<file path="src/rtl/hamming_byte_assembler_if.sv">
`default_nettype none
// ============================================================================
// Module   : hamming_byte_assembler_if
// Purpose  : Byte-assembler stream bundle. It carries the codeword input
//            strobe and the ready/valid byte output with its error flag.
// Ports    : io_input[7:0]  codeword from the serial receive stage
//            io_inValid     one-cycle codeword strobe
//            io_output[7:0] assembled byte
//            io_outValid    byte pending
//            io_outReady    consumer accepts the byte
//            io_outErr      byte holds an uncorrectable nibble
// Modports : master = codeword source / byte consumer side
//            slave  = assembler side
// Revision : 1.0 - initial release
// ============================================================================
interface hamming_byte_assembler_if;
  logic [7:0] io_input;
  logic       io_inValid;
  logic [7:0] io_output;
  logic       io_outValid;
  logic       io_outReady;
  logic       io_outErr;

  modport master (
    output io_input, io_inValid, io_outReady,
    input  io_output, io_outValid, io_outErr
  );

  modport slave (
    input  io_input, io_inValid, io_outReady,
    output io_output, io_outValid, io_outErr
  );
endinterface
`default_nettype wire

</file>
<file path="src/rtl/hamming_byte_assembler.sv">
`default_nettype none
// ============================================================================
// Module   : hamming_byte_assembler
// Purpose  : Decodes 8-bit SECDED codewords (4 data bits each), pairs a high
//            and a low nibble into a byte and presents the byte on a
//            one-entry ready/valid output register. It flags uncorrectable
//            nibbles, counts dropped bytes (sticky overflow) and drops a lone
//            high nibble after TIMEOUT_CYCLES idle cycles.
// Params   : TIMEOUT_CYCLES  max idle cycles between high and low codeword
// Macro    : HAMMING_STATS_EN  when defined, the corrected/uncorrectable
//            codeword counters are implemented. When undefined, both count
//            outputs are 0 and io_clearStats is ignored.
// Ports    : clock           rising-edge clock
//            reset           asynchronous active-low reset
//            bus             stream bundle (slave modport)
//            io_sync         realign: drop held high nibble
//            io_clearStats   synchronous clear of both counters
//            io_overflow     sticky: a completed byte was dropped
//            io_timeout      one-cycle pulse: held nibble timed out
//            io_corrCount    saturating corrected-codeword count
//            io_uncorrCount  saturating uncorrectable-codeword count
// Revision : 1.0 - initial release
// ============================================================================
module hamming_byte_assembler #(
  parameter int TIMEOUT_CYCLES = 255
) (
  input  wire logic                clock,
  input  wire logic                reset,
  hamming_byte_assembler_if.slave  bus,
  input  wire logic                io_sync,
  input  wire logic                io_clearStats,
  output logic                     io_overflow,
  output logic                     io_timeout,
  output logic [15:0]              io_corrCount,
  output logic [15:0]              io_uncorrCount
);

  localparam int TW = (TIMEOUT_CYCLES < 1) ? 1 : $clog2(TIMEOUT_CYCLES + 1);
  localparam logic [TW-1:0] TIMER_MAX = TW'(TIMEOUT_CYCLES);
  localparam logic [TW-1:0] TIMER_ONE = TW'(1);

  // --------------------------------------------------------------------------
  // SECDED decode (combinational, registered in stage 1)
  // --------------------------------------------------------------------------
  logic [7:0] cw;
  logic [7:0] fixed_cw;
  logic [2:0] syndrome;
  logic       parity;
  logic [3:0] dec_nibble;
  logic       dec_uncorr;
  logic       dec_corr;

  always_comb begin
    cw       = bus.io_input;
    syndrome = {cw[3] ^ cw[4] ^ cw[5] ^ cw[6],
                cw[1] ^ cw[2] ^ cw[5] ^ cw[6],
                cw[0] ^ cw[2] ^ cw[4] ^ cw[6]};
    parity   = ^cw;
    fixed_cw = cw;
    dec_uncorr = 1'b0;
    dec_corr   = 1'b0;
    if (syndrome != 3'd0 && parity) begin
      // Single error: the syndrome gives the 1-based position of the bad bit.
      fixed_cw = cw ^ (8'd1 << (syndrome - 3'd1));
      dec_corr = 1'b1;
    end else if (syndrome == 3'd0 && parity) begin
      // Only the overall parity bit is wrong; the data bits are intact.
      dec_corr = 1'b1;
    end else if (syndrome != 3'd0 && !parity) begin
      dec_uncorr = 1'b1;
    end
    dec_nibble = {fixed_cw[6], fixed_cw[5], fixed_cw[4], fixed_cw[2]};
  end

  // --------------------------------------------------------------------------
  // Stage 1: decoded codeword register
  // --------------------------------------------------------------------------
  logic       s1_valid;
  logic [3:0] s1_nibble;
  logic       s1_uncorr;
  logic       s1_corr;

  always_ff @(posedge clock or negedge reset) begin
    if (!reset) begin
      s1_valid  <= 1'b0;
      s1_nibble <= 4'd0;
      s1_uncorr <= 1'b0;
      s1_corr   <= 1'b0;
    end else begin
      s1_valid <= bus.io_inValid;
      if (bus.io_inValid) begin
        s1_nibble <= dec_nibble;
        s1_uncorr <= dec_uncorr;
        s1_corr   <= dec_corr;
      end
    end
  end

  // --------------------------------------------------------------------------
  // Stage 2: nibble pairing FSM and output register
  // --------------------------------------------------------------------------
  typedef enum logic [0:0] {
    ST_HIGH = 1'b0,
    ST_LOW  = 1'b1
  } state_t;

  state_t        state;
  logic [TW-1:0] timer;
  logic [3:0]    high_nibble;
  logic          high_err;
  logic [7:0]    out_data;
  logic          out_valid;
  logic          out_err;
  logic          overflow;
  logic          timeout_pulse;
  logic          accept;

  assign accept = out_valid && bus.io_outReady;

  always_ff @(posedge clock or negedge reset) begin
    if (!reset) begin
      state         <= ST_HIGH;
      timer         <= '0;
      high_nibble   <= 4'd0;
      high_err      <= 1'b0;
      out_data      <= 8'd0;
      out_valid     <= 1'b0;
      out_err       <= 1'b0;
      overflow      <= 1'b0;
      timeout_pulse <= 1'b0;
    end else begin
      timeout_pulse <= 1'b0;
      if (accept) begin
        out_valid <= 1'b0;
      end

      if (io_sync) begin
        // Realign: behave as if in HIGH, so a same-cycle decoded codeword
        // becomes the new high nibble.
        timer <= '0;
        if (s1_valid) begin
          high_nibble <= s1_nibble;
          high_err    <= s1_uncorr;
          state       <= ST_LOW;
        end else begin
          state <= ST_HIGH;
        end
      end else begin
        case (state)
          ST_HIGH: begin
            if (s1_valid) begin
              high_nibble <= s1_nibble;
              high_err    <= s1_uncorr;
              timer       <= '0;
              state       <= ST_LOW;
            end
          end
          ST_LOW: begin
            if (s1_valid) begin
              state <= ST_HIGH;
              if (!out_valid || accept) begin
                out_data  <= {high_nibble, s1_nibble};
                out_err   <= high_err | s1_uncorr;
                out_valid <= 1'b1;
              end else begin
                overflow <= 1'b1;
              end
            end else if (timer == TIMER_MAX) begin
              state         <= ST_HIGH;
              timer         <= '0;
              timeout_pulse <= 1'b1;
            end else begin
              timer <= timer + TIMER_ONE;
            end
          end
          default: begin
            state <= ST_HIGH;
            timer <= '0;
          end
        endcase
      end
    end
  end

  assign bus.io_output   = out_data;
  assign bus.io_outValid = out_valid;
  assign bus.io_outErr   = out_err;
  assign io_overflow     = overflow;
  assign io_timeout      = timeout_pulse;

  // --------------------------------------------------------------------------
  // Statistics counters
  // --------------------------------------------------------------------------
`ifdef HAMMING_STATS_EN
  logic [15:0] corr_count;
  logic [15:0] uncorr_count;

  always_ff @(posedge clock or negedge reset) begin
    if (!reset) begin
      corr_count   <= 16'd0;
      uncorr_count <= 16'd0;
    end else if (io_clearStats) begin
      corr_count   <= 16'd0;
      uncorr_count <= 16'd0;
    end else if (s1_valid) begin
      if (s1_corr && corr_count != 16'hFFFF) begin
        corr_count <= corr_count + 16'd1;
      end
      if (s1_uncorr && uncorr_count != 16'hFFFF) begin
        uncorr_count <= uncorr_count + 16'd1;
      end
    end
  end

  assign io_corrCount   = corr_count;
  assign io_uncorrCount = uncorr_count;
`else
  logic [1:0] unused_stats;
  assign unused_stats   = {io_clearStats, s1_corr};
  assign io_corrCount   = 16'd0;
  assign io_uncorrCount = 16'd0;
`endif

endmodule
`default_nettype wire

</file>
<file path="src/flat_wrapper.sv">
// flat-port wrapper written by rule: the top's interface ports become plain ports
module hamming_byte_assembler_flat 
#(
  parameter int TIMEOUT_CYCLES = 255
)
  (clock, reset, io_sync, io_clearStats, io_overflow, io_timeout, io_corrCount, io_uncorrCount, bus_io_input, bus_io_inValid, bus_io_outReady, bus_io_output, bus_io_outValid, bus_io_outErr);
  hamming_byte_assembler_if bus_i ();
  input  wire logic clock;
  input  wire logic reset;
  input  wire logic io_sync;
  input  wire logic io_clearStats;
  output logic io_overflow;
  output logic io_timeout;
  output logic [15:0] io_corrCount;
  output logic [15:0] io_uncorrCount;
  input wire logic [$bits(bus_i.io_input)-1:0] bus_io_input;
  input wire logic [$bits(bus_i.io_inValid)-1:0] bus_io_inValid;
  input wire logic [$bits(bus_i.io_outReady)-1:0] bus_io_outReady;
  output wire logic [$bits(bus_i.io_output)-1:0] bus_io_output;
  output wire logic [$bits(bus_i.io_outValid)-1:0] bus_io_outValid;
  output wire logic [$bits(bus_i.io_outErr)-1:0] bus_io_outErr;
  assign bus_i.io_input = bus_io_input;
  assign bus_i.io_inValid = bus_io_inValid;
  assign bus_i.io_outReady = bus_io_outReady;
  assign bus_io_output = bus_i.io_output;
  assign bus_io_outValid = bus_i.io_outValid;
  assign bus_io_outErr = bus_i.io_outErr;
  hamming_byte_assembler #(.TIMEOUT_CYCLES(TIMEOUT_CYCLES)) u_core (.clock(clock), .reset(reset), .bus(bus_i), .io_sync(io_sync), .io_clearStats(io_clearStats), .io_overflow(io_overflow), .io_timeout(io_timeout), .io_corrCount(io_corrCount), .io_uncorrCount(io_uncorrCount));
endmodule
</file>
<file path="config.mk">
export PLATFORM = sky130hd
export DESIGN_NAME = hamming_byte_assembler_flat
export DESIGN_NICKNAME = d
export VERILOG_FILES = /design/src/rtl/hamming_byte_assembler_if.sv /design/src/rtl/hamming_byte_assembler.sv /design/src/flat_wrapper.sv
export SDC_FILE = /design/constraint.sdc
export NUM_CORES = 1
export LEC_CHECK = 0
export BUFFER_PORTS_ARGS = -buffer_cell sky130_fd_sc_hd__buf_2
export CAP_MARGIN = 20
export CORE_MARGIN = 5
export CORE_UTILIZATION = 51
export CTS_BUF_LIST = sky130_fd_sc_hd__clkbuf_8 sky130_fd_sc_hd__clkbuf_16
export CTS_CLUSTER_DIAMETER = 80
export DETAILED_ROUTE_END_ITERATION = 16
export PLACE_DENSITY = 0.79
export SYNTH_ARGS = -nofsm -noshare
export SYNTH_HDL_FRONTEND = slang
export SYNTH_SLANG_ARGS = --single-unit
</file>
<file path="constraint.sdc">
create_clock -name clock -period 2.35 [get_ports clock]
set_input_delay 0.47 -clock clock [delete_from_list [all_inputs] [get_ports clock]]
set_output_delay 0.47 -clock clock [all_outputs]
set_load 0.005 [all_outputs]
</file>
# Word level (Yosys, flattened, before mapping)
# Index checks and enable logic that the tools add are counted.
dict set report word_totals {
  elab_cells 75
  output_inout_bits 44
  ff_bits 32
  input_bits 14
}
dict set report classes {
  muxes 29
  n_bitwise 14
  n_reduce_logical 13
  n_addsub 2
  shift 1
  eq_ne 4
}
# cell n
set ops {}
lappend ops {{8-bit two-way mux} 4}
lappend ops {{1-bit two-way mux} 19}
lappend ops {{8-bit one-hot mux with 2 select lines} 1}
lappend ops {{4-bit two-way mux} 3}
lappend ops {{1-bit XOR} 9}
lappend ops {{8-bit by 1-bit adder with 8-bit output, second input constant} 1}
lappend ops {{8-bit equality test, second input constant} 1}
lappend ops {{4-bit AND reduction} 2}
lappend ops {{8-bit parity} 1}
lappend ops {{7-bit two-way mux} 1}
lappend ops {{1-bit by 3-bit left shift with 7-bit output, first input constant} 1}
lappend ops {{7-bit XOR} 1}
lappend ops {{1-bit logical AND} 4}
lappend ops {{3-bit logical NOT} 1}
lappend ops {{3-bit by 2-bit inequality test with 1-bit output, second input constant} 1}
lappend ops {{3-bit inequality test, second input constant} 1}
lappend ops {{1-bit inverter} 3}
lappend ops {{3-bit nonzero test} 1}
lappend ops {{3-bit by 1-bit subtractor with 3-bit output, second input constant} 1}
lappend ops {{1-bit logical NOT} 2}
lappend ops {{2-bit inequality test, second input constant} 1}
lappend ops {{1-bit one-hot mux with 2 select lines} 1}
lappend ops {{2-bit AND reduction} 1}
lappend ops {{1-bit logical OR} 1}
lappend ops {{1-bit bitwise OR} 1}

# Logic depth before layout (Yosys ltp)
# Gate-level depths: netlist (run 1).
dict set report logic_depth {
  depth_word 8
  ltp_mapped 8
  depth_no_buf 7
}

# Worst setup path after synthesis (run 1)
# Ideal clock, no wire load.
dict set report synth_timing {
  path_kind {in2reg}
  start {in bus_io_input[6]}
  end {reg u_core.s1_nibble[1]}
  path_stages 8
  setup_ns 0.090
  path_buffers 1
  setup_slack_ns -0.062
  t_required_ns 2.260
  arrival_time_ns 2.322
  path_cell_list {buf_6 xnor3_2 xnor2_4 nor3_1 ha_1 or2_2 a2111o_1 o221ai_1}
}
dict set report synth_between {
  elab_chain_len 5
  elab_cells_between_ends 10
  classes_between {1 x add/sub; 1 x shift; 1 x mux; 4 x bitwise; 3 x reduce/logical}
}
# element line
set synth_lines {}
lappend synth_lines {{start: declaration} flat_wrapper.sv:16} ;# input wire logic [$bits(bus_i.io_input)-1:0] bus_io_input;
lappend synth_lines {{1-bit XOR (on tied branches)} {hamming_byte_assembler.sv:57, hamming_byte_assembler.sv:55, hamming_byte_assembler.sv:56}}
lappend synth_lines {{3-bit by 1-bit subtractor with 3-bit output} hamming_byte_assembler.sv:64} ;# fixed_cw = cw ^ (8'd1 << (syndrome - 3'd1));
lappend synth_lines {{1-bit by 3-bit left shift with 7-bit output} hamming_byte_assembler.sv:64}
lappend synth_lines {{7-bit XOR} hamming_byte_assembler.sv:64}
lappend synth_lines {{7-bit two-way mux *} hamming_byte_assembler.sv:62} ;# if (syndrome != 3'd0 && parity) begin
lappend synth_lines {{end signal: assignment} hamming_byte_assembler.sv:92} ;# s1_nibble <= dec_nibble;
lappend synth_lines {{end: declaration} hamming_byte_assembler.sv:79} ;# logic [3:0] s1_nibble;
# Every way passes the cells marked *; elsewhere a longest branch is shown, timed or not.
# A chain may end at the register's enable or synchronous reset.

# Worst setup path in the final report (run 1)
dict set report layout_timing {
  start {in bus_io_input[5]}
  end {reg u_core.s1_nibble[1]}
}
dict set report layout_between {
  elab_chain_len 6
  elab_cells_between_ends 11
  classes_between {1 x add/sub; 1 x shift; 1 x mux; 5 x bitwise; 3 x reduce/logical}
}
# element line
set layout_lines {}
lappend layout_lines {{1-bit XOR (on tied branches) (2 in series)} {hamming_byte_assembler.sv:56, hamming_byte_assembler.sv:55}}
lappend layout_lines {{3-bit by 1-bit subtractor with 3-bit output} hamming_byte_assembler.sv:64}
lappend layout_lines {{1-bit by 3-bit left shift with 7-bit output} hamming_byte_assembler.sv:64}
lappend layout_lines {{7-bit XOR} hamming_byte_assembler.sv:64}
lappend layout_lines {{7-bit two-way mux *} hamming_byte_assembler.sv:62}
# Marked as above.

==> flow_metrics.tcl, run 1 <==
set metrics [dict create \
    rsz0062_at_grt "no" \
    power_leakage_nw 1.043 \
    cts_buffer_depth 2 \
    yosys.cell_types.count 39 \
    start_util_pct 52.94 \
    die_h_um 71.65 \
    hpwl_um 2501 \
    crit_type "in -> reg" \
    yosysWarnings 0 \
    min_period_ps 2202 \
    finalCritPeriodShare_pct 93.71 \
    syn_avg_cell_area_um2 10.04 \
    met2_usage_pct 21.53 \
    crit_path_start_kind "primary input" \
    grt_pass1_wl_um 5244 \
    placed_area_um2 2018 \
    antennaDiodeCount 0 \
    worst_hold_path_type "in -> async" \
    core_area_um2 3661 \
    numClockSinks 32 \
    arrival_ps 2390 \
    met3_usage_pct 4.348 \
    maxSlewViolCount 0 \
    placed_cells 266 \
    h-tree-depth 2 \
    worst_pin_slew_ps 670.8 \
    root_buffer "clkbuf_8" \
    ys_ff_latch 32 \
    status "finished clean" \
    grt_max_degree 33 \
    required_ps 2530 \
    syn_area_um2 1938 \
    syn_inst 193 \
    synth_top_area_share_pct 41.32 \
    cts_setup_buffers 0 \
    cts_resized 0 \
    finalSetupViolations 0 \
    drive_above_1_share_pct 24.44 \
    clkSlewWorstSetupHoldPaths_ps 60 \
    ys_async_sr_fraction_pct 100.0 \
    cp-end-kind "flip-flop" \
    grt.total_usage_pct 13.14 \
    grt_pass1_vias 1188 \
    nets 241 \
    grt_overflow 0 \
    cts_tree "done" \
    clk_latency_ps 280 \
    drcViolationCount 0 \
    cap_violations 0 \
    synth_edf_count 0 \
    viasPerCell 4.835 \
    yosys-top-cells-area "dfrtp_1 (41%), buf_4 (13%), mux2_2 (5.8%)" \
    skew_ps 5.549 \
    use_met1_pct 15.20 \
    slew_headroom_pct 55.28 \
    io_buffers 24 \
    ir_drop_mv 0.2986 \
    drt_iter0_markers 59 \
    ioPinCount 58 \
    vias 1320 \
    top_usage_layer "met2" \
    areaGrowthSynthToFinish_pct 8.134 \
    numCtsBuffers 5 \
    first_pass_iters 6 \
    path_max_fanout 2 \
    antenna_found_initial 0 \
    gp_congestion 0.8857 \
    setup_tns_ps 0 \
    fmax_ghz 0.4541 \
    synth-main-ff-cell "dfrtp_1" \
    seq_area_frac_synth_pct 41.32 \
    design_area_um2 2096 \
    dieWidth_um 71.65 \
    synth_top_area_cell "dfrtp_1" \
    finalHoldViolations 0 \
    drt-wirelength-per-cell_um 11.56 \
    holdBufCountCts 0 \
    fp-row-count 22 \
    powerDensity_nw_per_um2 708.9 \
    dieArea_um2 5133 \
    fin_cells 273 \
    postRouteAntennaNets 0 \
    drt-total-wl_um 3155 \
]
-- stage by stage --
step	worst slack (ps)	hold WS (ps)	util, %	power (mW)
finish	147.7	222.9	57.25	1.486
CTS	129.8	252.1	57.25	1.514
detailed placement	-165.2	464.3	55.13	1.129
global placement	-96.46	459.4	55.13	1.115
global route	66.19	290.0	57.25	1.588
floorplan	13.34	174.4	-	1.005
-- cells in the final DEF (no fill, tap or decap), types with 3 or more instances in the layout --
master	n
a21oi_1	4
buf_2	24
buf_4	9
clkbuf_8	5
conb_1	32
dfrtp_1	32
inv_1	5
mux2_2	10
nand2_1	13
nand2b_1	4
nand3_1	4
nor2_1	17
nor2b_1	3
nor3_1	5
o2111ai_1	3
o211a_1	3
o21ai_0	8
o21bai_1	3
o221ai_1	3
xnor2_1	8
xor2_1	8
-- power breakdown --
| part | switching (mW) | leakage, nW | internal, mW | total (mW) |
|---|---|---|---|---|
| logic | 0.191 | 0.590 | 0.208 | 0.399 |
| registers | 0.0574 | 0.408 | 0.656 | 0.713 |
| clock network | 0.178 | 0.0452 | 0.196 | 0.374 |
| total | 0.426 | 1.04 | 1.06 | 1.49 |
-- layer usage --
metal  vias to the layer above  wire, um
li1                        664         -
met1                       621      1272
met2                        31      1612
met3                         4       212
met4                         0        57
met5                         -         0
-- cell usage after synthesis, types with 3 or more instances --
cell       count
mux2_2        10
o211a_1        3
xor2_1         8
inv_1          4
dfrtp_1       32
nand2b_1       4
o221ai_1       3
nor2_1        17
nor3_1         5
a21oi_1        4
o21ai_0        8
nor2b_1        3
o21bai_1       3
nand3_1        4
nand2_1       13
o2111ai_1      3
xnor2_1        8
buf_4         34
-- layout make-up --
class | count | area (um2)
timing repair buffer | 33 | 187.7
clock buffer | 5 | 68.82
tap | 48 | 60.06
clock inverter | 2 | 8.758
multi-input combinational | 149 | 954.7
inverter | 4 | 15.01
fill | 349 | 1565
sequential | 32 | 800.8
-- critical path, cell delays in order --
cell	delay, ps
buf_2	100
xnor3_2	470
xnor2_4	150
nor3_1	190
ha_1	270
or2_2	320
a2111o_1	340
o221ai_1	80
-- kinds of logic (layout without fill, tap and decap cells) --
kind of cell             after synthesis  count (layout)  synth area share, %
multiplexers                          11              11                6.327
flip-flops                            32              32                41.32
AND/OR/NAND/NOR                       55              55                13.82
adder cells (fa/ha/maj)                2               2                1.291
other                                  1              32               0.1935
AO/OA/AOI/OAI                         31              31                11.75
XOR/XNOR                              18              18                9.878
buffers and inverters                 43              44                15.43
-- path summary, 6_finish.rpt --
path | cells past startpoint | from | end | slack [ps]
min in group clock | 1 | bus_io_inValid | u_core.s1_valid$_DFF_PN0_ | 420
hold / removal | 1 | reset | u_core.bus.io_outValid$_DFF_PN0_ | 220
setup / recovery | 8 | bus_io_input[5] | u_core.s1_nibble[1]$_DFFE_PN0P_ | 150
setup reg to reg | 3 | u_core.state$_DFF_PN0_ | u_core.bus.io_output[3]$_DFFE_PN0P_ | 500
hold reg to reg | 2 | u_core.high_nibble[2]$_DFFE_PN0P_ | u_core.high_nibble[2]$_DFFE_PN0P_ | 480
max in group asynchronous | 1 | reset | u_core.high_nibble[2]$_DFFE_PN0P_ | 1690
-- registers in the layout, indices dropped and copies added, names as in the netlist --
register / cells
u_core.high_nibble: 4
u_core.high_err: 1
u_core.io_overflow: 1
u_core.s1_nibble: 4
u_core.s1_valid: 1
u_core.state: 1
u_core.bus.io_output: 8
u_core.timer: 8
u_core.bus.io_outErr: 1
u_core.s1_uncorr: 1
u_core.bus.io_outValid: 1
u_core.io_timeout: 1
Note: power is estimated with default switching activity, not from simulation.
==> run 2, diff against run 1 <==
- clock period: 2.35 -> 2.19 ns (I/O delays scaled with it)
==> flow_metrics.tcl, run 2 (synthesis gave the netlist of run 1 again) <==
set metrics [dict create \
    status "finished clean" \
    met2_usage_pct 23.67 \
    fillers 342 \
    top_usage_layer "met2" \
    die_h_um 71.65 \
    min_period_ps 1997 \
    fmax_ghz 0.5007 \
    gp_congestion 0.8760 \
    holdBufCountCts 0 \
    dieWidth_um 71.65 \
    drt-wirelength-per-cell_um 11.81 \
    design_area_um2 2120 \
    worst_hold_path_type "in -> async" \
    required_ps 2390 \
    multi_input_area_um2 962.2 \
    skew_ps 5.975 \
    crit_path_start_kind "primary input" \
    drt-total-wl_um 3224 \
    reg2reg_from "u_core.timer[0]$_DFFE_PN0P_" \
    grt_overflow 0 \
    fp-row-count 22 \
    placed_cells 266 \
    numClockSinks 32 \
    regArea_um2 800.8 \
    ir_drop_mv 0.3627 \
    cp-end-kind "flip-flop" \
    reg2reg_depth 5 \
    numCtsBuffers 5 \
    rsz0062_at_grt "no" \
    cts_buffer_depth 2 \
    grt.total_usage_pct 13.36 \
    nets 241 \
    regToRegSetupSlack_ps 380 \
    areaGrowthSynthToFinish_pct 9.361 \
    drcViolationCount 0 \
    grt_pass1_wl_um 5513 \
    clk_latency_ps 280 \
    grt_pass1_vias 1319 \
    use_met1_pct 14.36 \
    arrival_ps 2200 \
    cts_tree "done" \
    maxSlewViolCount 0 \
    crit_type "in -> reg" \
    antennaDiodeCount 0 \
    power_leakage_nw 1.045 \
    met3_usage_pct 3.787 \
    drt_iter0_markers 82 \
    vias 1361 \
    setup_tns_ps 0 \
    core_area_um2 3661 \
    timing.rr.end "u_core.timer[0]$_DFFE_PN0P_" \
    h-tree-depth 2 \
    finalHoldViolations 0 \
    placed_area_um2 2038 \
    cts_setup_buffers 0 \
    ioPinCount 58 \
    powerDensity_nw_per_um2 762.7 \
    first_pass_iters 4 \
    finalCritPeriodShare_pct 91.20 \
    start_util_pct 52.94 \
    antenna_found_initial 0 \
    hpwl_um 2532 \
    path_max_fanout 3 \
    io_buffers 24 \
    drive_above_1_share_pct 25.33 \
    finalSetupViolations 0 \
    clkSlewWorstSetupHoldPaths_ps 60 \
    final_cell_mix "conb_1 (32), dfrtp_1 (32), buf_2 (24)" \
    worst_pin_slew_ps 679.8 \
    fin_cells 273 \
    root_buffer "clkbuf_8" \
    cap_violations 0 \
    viasPerCell 4.985 \
    grt_max_degree 33 \
    cts_resized 0 \
    dieArea_um2 5133 \
    postRouteAntennaNets 0 \
    slew_headroom_pct 54.68 \
]
## run 2: changes by cell type in the layout (fill, tap and decap cells not counted), sizes merged
cell / change
clkinvlp: +1
inv: -1
## run 2: critical path, cell delays in order
cell      delay (ps)
buf_2             90
xnor3_2          470
xnor2_4          170
nor3_2           110
ha_1             270
or2_4            250
a2111o_1         340
o221ai_1          70
## run 2: where the power goes
part | total (mW) | leakage, nW | switching [mW] | internal [mW]
clock network | 0.419 | 0.0400 | 0.204 | 0.214
registers | 0.761 | 0.408 | 0.0575 | 0.703
logic | 0.437 | 0.598 | 0.212 | 0.225
## run 2: through the flow
step           hold WS, ps  util (%)  setup slack (ps)  power, mW
4_1_cts              212.5     57.89             192.4      1.642
3_3_place_gp         459.0     55.67            -78.05      1.200
6_report             192.8     57.89             192.8      1.616
3_5_place_dp         462.9     55.67            -87.69      1.214
5_1_grt              247.3     57.89             113.2      1.728
2_1_floorplan        142.4         -            -16.67      1.086
## run 2: metal layers
| layer | wire [um] | part of all wire [%] |
|---|---|---|
| met2 | 1643 | 51 |
| met5 | 0 | 0 |
| met4 | 65 | 2.0 |
| met3 | 226 | 7.0 |
| met1 | 1288 | 40 |
## run 2: cell type report
cell class / instances / area share [%]
inverters: 4 / 0.7084
flip-flops and latches: 32 / 37.78
repair buffers: 33 / 9.445
well taps: 48 / 2.834
multi-input cells: 149 / 45.40
clock buffers: 5 / 3.247
clock inverters: 2 / 0.5903
## run 2: how the worst max path moves through the flow
stage,startpoint,to,slack [ps],depth (start not counted)
2_1_floorplan,bus_io_input[5],u_core.s1_nibble[1]$_DFFE_PN0P_,-20,7
3_3_place_gp,bus_io_input[5],u_core.s1_nibble[1]$_DFFE_PN0P_,-80,8
3_5_place_dp,bus_io_input[5],u_core.s1_nibble[1]$_DFFE_PN0P_,-90,8
4_1_cts,bus_io_input[5],u_core.s1_nibble[1]$_DFFE_PN0P_,190,8
5_1_grt,bus_io_input[5],u_core.s1_nibble[0]$_DFFE_PN0P_,110,8
6_report,bus_io_input[5],u_core.s1_nibble[1]$_DFFE_PN0P_,190,8
